File: src/rtl/io_pkg.sv
// Shared types and constants for the CPU output capture buffer.
package io_pkg;

  localparam int IO_WIDTH = 24;
  localparam int IO_TOTAL = 750;

  typedef enum logic [1:0] {
    IDLE,
    CAPTURE,
    DRAIN,
    DONE
  } io_state_t;

endpackage

File: src/rtl/io_fifo_mem.sv
// DEPTH x WIDTH storage: one synchronous write port, one asynchronous read port.
// Contents are deliberately not reset; validity is tracked by the owner's level count.
module io_fifo_mem #(
  parameter int WIDTH = 24,
  parameter int DEPTH = 16
) (
  input  logic                     clock,
  input  logic                     wr_en,
  input  logic [$clog2(DEPTH)-1:0] wr_addr,
  input  logic [WIDTH-1:0]         wr_data,
  input  logic [$clog2(DEPTH)-1:0] rd_addr,
  output logic [WIDTH-1:0]         rd_data
);

  logic [WIDTH-1:0] mem_q [DEPTH];

  always_ff @(posedge clock) begin
    if (wr_en) begin
      mem_q[wr_addr] <= wr_data;
    end
  end

  assign rd_data = mem_q[rd_addr];

endmodule

File: src/rtl/io_out_buffer.sv
// Captures TOTAL CPU output words into a show-ahead FIFO, drains them to a
// downstream consumer, then holds done until reset.
module io_out_buffer
  import io_pkg::*;
#(
  parameter int WIDTH = IO_WIDTH,
  parameter int DEPTH = 16,
  parameter int TOTAL = IO_TOTAL
) (
  input  logic                     clock,
  input  logic                     reset,
  input  logic                     startIO,
  input  logic                     outFlag,
  input  logic [WIDTH-1:0]         out,
  output logic [WIDTH-1:0]         bufData,
  output logic                     bufValid,
  input  logic                     bufReady,
  output logic [$clog2(DEPTH):0]   level,
  output logic [15:0]              captured,
  output logic                     overflow,
  output logic                     done
);

  localparam int AW = $clog2(DEPTH);
  localparam int LW = AW + 1;

  io_state_t         state_q, state_d;
  logic [AW-1:0]     wr_ptr_q, wr_ptr_d;
  logic [AW-1:0]     rd_ptr_q, rd_ptr_d;
  logic [LW-1:0]     level_q, level_d;
  logic [15:0]       captured_q, captured_d;
  logic              overflow_q, overflow_d;
  logic              full, push, pop;

  always_comb begin
    state_d    = state_q;
    wr_ptr_d   = wr_ptr_q;
    rd_ptr_d   = rd_ptr_q;
    level_d    = level_q;
    captured_d = captured_q;
    overflow_d = overflow_q;

    full = (level_q == LW'(DEPTH));
    pop  = (state_q != IDLE) && (level_q != '0) && bufReady;
    // A pop in the same cycle frees a slot, so a full FIFO can still accept.
    push = (state_q == CAPTURE) && outFlag && (!full || pop);

    if (push) begin
      wr_ptr_d   = wr_ptr_q + AW'(1);
      captured_d = captured_q + 16'd1;
    end
    if (pop) begin
      rd_ptr_d = rd_ptr_q + AW'(1);
    end

    case ({push, pop})
      2'b10:   level_d = level_q + LW'(1);
      2'b01:   level_d = level_q - LW'(1);
      default: level_d = level_q;
    endcase

    if ((state_q == CAPTURE) && outFlag && full && !pop) begin
      overflow_d = 1'b1;
    end

    case (state_q)
      IDLE:    if (startIO) state_d = CAPTURE;
      CAPTURE: if (push && (captured_q == 16'(TOTAL - 1))) state_d = DRAIN;
      DRAIN:   if (level_q == '0) state_d = DONE;
      DONE:    state_d = DONE;
      default: state_d = IDLE;
    endcase
  end

  always_ff @(posedge clock) begin
    if (reset) begin
      state_q    <= IDLE;
      wr_ptr_q   <= '0;
      rd_ptr_q   <= '0;
      level_q    <= '0;
      captured_q <= '0;
      overflow_q <= 1'b0;
    end else begin
      state_q    <= state_d;
      wr_ptr_q   <= wr_ptr_d;
      rd_ptr_q   <= rd_ptr_d;
      level_q    <= level_d;
      captured_q <= captured_d;
      overflow_q <= overflow_d;
    end
  end

  io_fifo_mem #(
    .WIDTH (WIDTH),
    .DEPTH (DEPTH)
  ) u_mem (
    .clock   (clock),
    .wr_en   (push),
    .wr_addr (wr_ptr_q),
    .wr_data (out),
    .rd_addr (rd_ptr_q),
    .rd_data (bufData)
  );

  assign bufValid = (level_q != '0);
  assign level    = level_q;
  assign captured = captured_q;
  assign overflow = overflow_q;
  assign done     = (state_q == DONE);

endmodule
File: config.mk
export PLATFORM = sky130hd
export DESIGN_NAME = io_out_buffer
export DESIGN_NICKNAME = d
export VERILOG_FILES = /design/src/rtl/io_pkg.sv /design/src/rtl/io_fifo_mem.sv /design/src/rtl/io_out_buffer.sv
export SDC_FILE = /design/constraint.sdc
export NUM_CORES = 1
export LEC_CHECK = 0
export CAP_MARGIN = 20
export CORE_MARGIN = 2
export CORE_UTILIZATION = 54
export DETAILED_ROUTE_END_ITERATION = 8
export PLACE_DENSITY = 0.75
export SYNTH_ARGS = -nofsm -noshare
export SYNTH_HDL_FRONTEND = slang
export SYNTH_SLANG_ARGS = --single-unit
File: constraint.sdc
create_clock -name clock -period 3.4 [get_ports clock]
set_clock_uncertainty 0.2 [all_clocks]
set_input_delay 0.51 -clock clock [delete_from_list [all_inputs] [get_ports clock]]
set_output_delay 0.51 -clock clock [all_outputs]
set_load 0.02 [all_outputs]
Word-level counts from Yosys, hierarchy flattened

Memory sizes are Yosys's and may differ from the RTL's. A register that Yosys moved wholly into a read port is not among the register bits.
Cells that the tools add are included.

Input bits: 29
Memories: 1
Register bits: 32
Output and inout bits: 48
Memory bits (writable): 384

Memory list:

| name        | depth | width | rd ports | clocked after memory_dff | wr ports | line              | source |
|---|---|---|---|---|---|---|---|
| u_mem.mem_q | 16    | 24    | 1        | 1                        | 1        | io_fifo_mem.sv:15 | `logic [WIDTH-1:0] mem_q [DEPTH];` |

Reductions and logical operators: 16
Add/subtract/negate cells: 5
Equal/unequal tests: 10
Mux-type cells: 9

Operators by type and width:

| kind                  | number |
|---|---|
| $add 16x1->16 const B | 1 |
| $eq 16x10->1 const B  | 1 |
| $pmux 5 s2            | 1 |
| $add 4x1->4 const B   | 2 |
| $mux 4                | 2 |
| $pmux 2 s4            | 1 |
| $logic_and 1x1->1     | 7 |
| $eq 2x2->1 const B    | 3 |
| $mux 2                | 3 |
| $add 5x1->5 const B   | 1 |
| $eq 5x5->1 const B    | 1 |
| $logic_not 5->1       | 1 |
| $reduce_bool 5->1     | 1 |
| $sub 5x1->5 const B   | 1 |
| $eq 2x1->1 const B    | 2 |
| $ne 2x2->1 const B    | 2 |
| $reduce_bool 2->1     | 2 |
| $reduce_and 3->1      | 1 |
| $logic_not 1->1       | 2 |
| $logic_not 2->1       | 1 |
| $mux 1                | 2 |
| $ne 2x1->1 const B    | 1 |
| $logic_or 1x1->1      | 1 |

Depth between registers and ports, before layout

Gate-level depths: netlist (run 1).

Depth after elaboration: 8
Depth in mapped cells: 9
Mapped depth without buffers: 8

Modules after synthesis

A second synthesis (run 1) with hierarchy kept.

Cells, all modules: 805
Area total of the unflattened synthesis: 16160.5 um^2

Modules (own cells, without submodules):

| module        | seq. area each (um^2) | area an instance (um^2) | cells an instance | instances |
|---|---|---|---|---|
| io_fifo_mem   | 11531.1               | 14450.1                 | 612               | 1 |
| io_out_buffer | 640.6                 | 1710.4                  | 193               | 1 |

Least setup slack after synthesis (run 1)

OpenSTA, ideal clock, no wires.

Path type: register -> register
Start: register level_q[2] (netlist: level[2])
End: memory u_mem.mem_q[3][0], enable pin
Path buffers: 1
Slack: 0.035 ns
Required time: 2.765 ns
Stages on the path, launching flop included: 5
Arrival time: 2.730 ns
Cell sequence: dfxtp_1 -> or4_4 -> buf_6 -> o211ai_1 -> nor3_1

Longest elaborated chain between the ends: 7
Elaborated cells between the ends (all ways): 9
Classes of those cells: eq/ne (1); mux (2); reduce/logical (6)

Ends and longest elaborated chain:

| item                             | line                | source |
|---|---|---|
| from (decl)                      | io_out_buffer.sv:30 | `logic [LW-1:0] level_q, level_d;` |
| from (signal assigned)           | io_out_buffer.sv:87 | `level_q <= level_d;` |
| $reduce_bool 5->1                | io_out_buffer.sv:44 | `pop = (state_q != IDLE) && (level_q != '0) && bufReady;` |
| $logic_and 1x1->1 (2 in series)  | io_out_buffer.sv:44 |  |
| $logic_or 1x1->1 (*)             | io_out_buffer.sv:46 | `push = (state_q == CAPTURE) && outFlag && (!full \|\| pop);` |
| $logic_and 1x1->1 (*)            | io_out_buffer.sv:46 |  |
| $mux 1 (*)                       | io_fifo_mem.sv:18   | `if (wr_en) begin` |
| $mux 1 (implied by the code) (*) | io_fifo_mem.sv:19   | `mem_q[wr_addr] <= wr_data;` |
| to (decl)                        | io_fifo_mem.sv:15   |  |

Every way passes the cells marked *; elsewhere a longest branch is shown, timed or not.

==> run metrics, run 1 <==
crit start category=flip-flop; Vias=8169; Max Cap Viol=0; detailed placement HPWL=18.3 mm; DR pass1 iterations=4; Post-DP Area=0.0178 mm^2; clk sinks=420; Clk pwr share=41.2%; crit share post-route=98.5%; Worst EP arrival=2.64 ns; WS Path Type=flip-flop to output port; H-tree levels=2; FMAX=299 MHz; WL final=35.2 mm; Placer Congestion=0.801; Die ar.=0.0317 mm^2; WHS=0.280 ns; Cell Area, Synth=0.0163 mm^2; Post-synth EDFFs=384; Top Ports=77; Vias/cell=6.27; Synth Register Bits=420; Worst-Margin Slew=0.840 ns; Seq/Total Area, Yosys=75.0%; Peak VDD IR=0.361 mV; final-report max-slew violation count=0; clock root cell=clkbuf_16; Int Pwr=8.39 mW; layout cell share with drive strength beyond 1=28.0%; Sequential Power Share=54.0%; Die Span Y=178 um; Port Buf Inserts=76; status=complete, no violations; Final min period=3.35 ns; Remaining DRCs=0; row count=63; CTS clock-pin slew for the worst setup and hold paths=0.06 ns; first-pass GRT wire length=52.1 mm; leakage dissipation=6.05 nW; initial antenna violation count=0; vias in the first global route=8414; largest net degree at the start of global routing=77; Max Root-Sink Buffers=3; Sw Pwr=2.12 mW; Area Growth Syn to Fin=18.0%; Final Hold Fails=0; power per cell area=546 mW/mm^2; synth warn=0; Syn Inst Count=753; wire per inst=27.0 um; Async S/R FF share, synth=0%; clk_lat worst skew=0.53 ns; syn_area_per_cell=21.7 um^2; Most used DFF post-synth=edfxtp_1; class of the worst hold path=flip-flop to flip-flop; Final WS setup=0.0522 ns; critical path required time=2.69 ns; switching part of the total=20.2%; Worst slew margin=43.9%; critical path peak fanout=10; CTS buffer count=42; Final ANT Viol Nets=0; GRT Total Usage=22.8%; TritonCTS clock tree=yes; Post-Layout Inst Area=0.0193 mm^2; setup TNS=0 ns; GR Overflow Total=0; initial core utilization=55.0%; total power=10.5 mW; Worst Setup End Kind=output port; Final nets=918; Setup Viol. Count Final=0; combinational share of power=4.8%; unrepaired setup endpoints after global routing=false; pre-CTS setup slack=0.309 ns; core footprint=0.0297 mm^2; syn nets=790; synth unique cells=51; die span in x=178 um; DR iter-0 viols=886
## worst paths after layout
check | start | to | slack (ns) | depth (start not counted)
worst max register to register | level[0]$_SDFFE_PP0P_ | u_mem.mem_q[9][18]$_DFFE_PP_ | 0.90 | 4
worst min register to register | overflow$_SDFFE_PP0P_ | overflow$_SDFFE_PP0P_ | 0.28 | 2
worst max-delay path | flip-flop | bufData[7] | 0.05 | 5
worst min-delay path | overflow$_SDFFE_PP0P_ | overflow$_SDFFE_PP0P_ | 0.28 | 2
## per-layer routing
layer	GRT usage, %	wire length [um]
met1	31.8	14000
met2	38.1	17900
met3	3.81	2710
met4	5.77	652
met5	0	0
## layout make-up
cell class	instances	area, um^2
Fill cell	1854	10400
Antenna cell	1	2.50
Multi-Input combinational cell	285	3840
Tap cell	390	488
Inverter	9	33.8
Sequential cell	420	12300
Clock inverter	21	153
Clock buffer	53	1120
Timing Repair Buffer	123	1380
## power groups by stage
stage / logic [mW] / clock network [mW] / registers [mW]
floorplan: 0.283 / 0 / 5.79
global placement: 0.462 / 0 / 5.79
detailed placement: 0.478 / 0 / 5.79
CTS: 0.502 / 4.39 / 5.68
global route: 0.541 / 4.59 / 5.68
finish: 0.506 / 4.33 / 5.68
## registers in the layout, summed over array words and instances (netlist names), named ones only
name / cells
u_mem.mem_q: 384
wr_ptr_q: 4
rd_ptr_q: 4
level: 5
overflow: 1
captured: 16
state_q: 2
## Yosys cell counts, drive strengths merged (2+ instances only)
library cell / count / area (um^2)
a211oi: 3 / 27.5
a21oi: 12 / 60.1
and2: 4 / 25.0
and3: 15 / 110
and4: 3 / 26.3
buf: 24 / 168
clkbuf: 15 / 57.6
dfxtp: 36 / 721
edfxtp: 384 / 11500
ha: 8 / 100
inv: 9 / 33.8
mux2: 4 / 45.0
mux2i: 4 / 40.0
mux4: 120 / 2700
nand2: 5 / 18.8
nand2b: 3 / 18.8
nand3: 3 / 15.0
nand4b: 2 / 17.5
nor2: 26 / 97.6
nor2b: 8 / 50.1
nor3: 5 / 25.0
nor4: 3 / 25.0
o2111ai: 3 / 26.3
o211ai: 5 / 37.5
o21a: 2 / 15.0
o21ai: 10 / 50.1
o31ai: 2 / 15.0
or3: 9 / 56.3
or4: 4 / 37.5
xnor2: 4 / 35.0
xor2: 8 / 70.1
## critical path, stage by stage (launching register included)
cell	delay (ns)
dfxtp_4	0.38
buf_4	0.18
clkbuf_16	0.20
mux4_2	0.51
mux4_2	0.50
dlygate4sd2_1	0.34
## per-stage QoR
step / instances / utilization, %
after global placement: 1217 / 60.0
after detailed placement: 1217 / 60.0
after global routing: 1301 / 64.9
final: 1302 / 64.9
after CTS: 1299 / 64.8
after floorplan: 753 / -
## kinds of logic (layout without fill, tap and decap cells)
group                      count (synthesis)  in the layout  synth area share, %
DFF                                      420            420                 75.0
muxes                                    128            128                 17.1
and+or+nand+nor                           95             95                 3.45
buffers and inverters                     48            206                 1.59
AOI/OAI and AO/OA                         42             42                 1.68
xor gates and xnor gates                  12             12                0.643
adders and majority gates                  8              8                0.613
other                                      0              1                    0
## placed cells by master, fill, tap and decap left out, types with 13 or more instances in the layout
cell,instances
dlygate4sd2_1,16
clkdlybuf4s50_1,52
mux4_2,120
nor2_1,26
buf_12,14
dfxtp_1,33
clkbuf_16,45
edfxtp_1,384
buf_4,26
and3_2,13
## what timing repair did
| item | in CTS | in global routing |
|---|---|---|
| gates resized for setup | 35 | 10 |
| gates cloned | 3 | 2 |
| buffers inserted | 5 | 0 |
| setup endpoints to repair | 24 | 10 |
| hold buffers | 0 | 0 |
No activity file was read; power rests on OpenSTA's default activity.
==> inputs of run 2 (changes only) <==
CORE_MARGIN = 5   (was 2)
PLACE_DENSITY = 0.77   (was 0.75)
==> run 2 against run 1 <==
First-iteration DRC count down 15%. Setup slack gained 0.0082 ns. Die area grew 6.9%. Flip-flop and latch count did not move. Combinational power rose by 0.8%. Final cell count up 0.31%. Register-to-register slack got worse by 0.02 ns. Sequential power hardly changed. Count of clock-buffer cells in the layout rose by 3. Fmax grew 0.25%. Sequential share of layout area fell by 0.29 points. Design area up 0.46%. Largest power group unchanged.
==> run metrics, run 2 (same netlist as run 1, synthesis figures left out) <==
status=complete, no violations; critical path peak fanout=8 (-2); Top Ports=77 (unchanged); Hold-fix buffers, CTS=0 (unchanged); commonest cells after routing, fill and taps aside=edfxtp_1 (384), mux4_2 (120), clkdlybuf4s50_1 (52), clkbuf_16 (47), dfxtp_1 (33); switching part of the total=20.0% (-0.17 points); Max Cap Viol=0 (unchanged); Final Hold Fails=0 (unchanged); Placer Congestion=0.750 (-6.4%); layout cell share with drive strength beyond 1=28.6% (+0.64 points); die span in x=184 um (+3.4%); Remaining DRCs=0 (unchanged); class of the worst hold path=flip-flop to flip-flop; fill count=1933 (+4.3%); Final min period=3.34 ns (-0.00824 ns); Reg area=0.0123 mm^2 (unchanged); Int Pwr=8.48 mW (+1.1%); critical path required time=2.69 ns (about the same); Area Growth Syn to Fin=18.5%; FMAX=299 MHz (+0.25%); total power=10.6 mW (+0.85%); pre-CTS setup slack=0.277 ns (-0.0327 ns); multi-input logic area=0.00385 mm^2 (+0.26%); Setup Viol. Count Final=0 (unchanged); Cell Chain, Critical Path=buf_4 > clkbuf_16 > mux4_2 > mux4_2 > dlygate4sd2_1; initial core utilization=54.8% (-0.15 points); Worst EP arrival=2.63 ns (about the same); WHS=0.282 ns (+0.00211 ns); Final nets=920 (+0.22%); Max Root-Sink Buffers=3 (unchanged); detailed placement HPWL=18.1 mm (-1.5%); TritonCTS clock tree=yes; vias in the first global route=8419 (+0.059%); Final WS setup=0.0604 ns (+0.00824 ns); commonest non-fill, non-tap cell in the layout=edfxtp_1; Die Span Y=184 um (+3.4%); Sequential Power Share=53.6% (-0.4 points); Largest register FFs=384 (unchanged); power per cell area=548 mW/mm^2 (+0.39%); final core utilization=65.0% (+0.13 points); Final ANT Viol Nets=0 (unchanged); leakage dissipation=6.09 nW (+0.62%); slowest stage cell on the critical path=mux4_2; crit start category=flip-flop; Clk pwr share=41.6% (+0.4 points); CTS clock-pin slew for the worst setup and hold paths=0.06 ns (about the same); Worst slew margin=45.1% (+1.2 points); WL final=35.6 mm (+1.2%); Vias/cell=6.14 (-2.2%); H-tree levels=2 (unchanged); final-report max-slew violation count=0 (unchanged); WS Path Type=flip-flop to output port; core footprint=0.0298 mm^2 (+0.27%); combinational share of power=4.8% (about the same); clk_lat worst skew=0.52 ns (about the same); Worst-Margin Slew=0.822 ns (-0.0182 ns); most used cell, CP=mux4_2; Die ar.=0.0338 mm^2 (+6.9%); Largest stage delay, worst path=0.50 ns (about the same); Biggest register=u_mem.mem_q; clock root cell=clkbuf_16; GRT Total Usage=21.3% (-1.6 points); CTS buffer count=43 (+2.4%); crit share post-route=98.2% (-0.24 points); clk sinks=420 (unchanged); initial antenna violation count=1 (+1); largest net degree at the start of global routing=40 (-48%); row count=63 (unchanged); GR Overflow Total=0 (unchanged); setup TNS=0 ns (unchanged); wire per inst=27.3 um (+0.89%); DR pass1 iterations=5 (+1); Sw Pwr=2.12 mW (about the same); first-pass GRT wire length=52.9 mm (+1.5%); Port Buf Inserts=76 (unchanged); Vias=8017 (-1.9%); Peak VDD IR=0.367 mV (+1.8%); Worst Setup End Kind=output port; DR iter-0 viols=756 (-15%)
==> run 2: cell types whose count changed in the layout (fill, tap and decap cells not counted), moves of 2 or more <==
cell             before  now
nor2b_4               0    2
nor2b_2               2    0
clkbuf_1              9   11
clkinv_2              6   11
clkinv_1             10    7
dlygate4sd2_1        16   10
clkbuf_16            45   47
clkbuf_2              6    0
clkdlybuf4s15_2       0    7
inv_6                 2    0
clkdlybuf4s15_1       2    5
buf_16                4    2
==> run 2: power by group through the flow <==
stage          Combinational [mW]  Clock (mW)  Sequential (mW)
5_1_grt                     0.548        4.75             5.68
3_5_place_dp                0.478           0             5.79
6_report                    0.510        4.41             5.68
2_1_floorplan               0.283           0             5.79
3_3_place_gp                0.469           0             5.79
4_1_cts                     0.500        4.47             5.68
==> run 2: per-layer routing <==
metal	wire (um)	vias to the layer above	track usage, %
li1	-	3426	-
met1	14200	4218	28.8
met2	18300	319	36.5
met3	2210	54	3.58
met4	841	0	5.35
met5	0	-	0
==> run 2: worst paths after layout <==
path	from	endpoint	slack, ns	cells past startpoint
setup / recovery	flip-flop	bufData[13]	0.06	5
hold / removal	overflow$_SDFFE_PP0P_	overflow$_SDFFE_PP0P_	0.28	2
setup reg to reg	level[1]$_SDFFE_PP0P_	u_mem.mem_q[15][9]$_DFFE_PP_	0.88	4
hold reg to reg	overflow$_SDFFE_PP0P_	overflow$_SDFFE_PP0P_	0.28	2
==> run 2: what timing repair did <==
action                     4_1_cts  5_1_grt
setup endpoints to repair       24       18
buffers inserted                 4        1
resized for setup               48        9
cloned                           2        2
==> run 2: metrics by stage <==
stage | area, um^2 | instances
after global placement | 17900 | 1219
after CTS | 19300 | 1302
after detailed placement | 17900 | 1219
final | 19400 | 1306
after floorplan | 16300 | 753
after global routing | 19400 | 1305
==> run 2: area by class of cell <==
cell class,instances,share of cell area [%]
sequential,420,63.3
multi-input combinational,285,19.9
clock buffer,56,6.03
clock inverter,21,0.788
antenna,1,0.0129
inverter,9,0.174
timing repair buffer,124,7.30
tap,390,2.52
==> run 2: critical path: cells and delay by family (launching register included) <==
family | cells | cell delay (ns)
mux | 2 | 0.96
buf+inv | 3 | 0.70
flops | 1 | 0.43
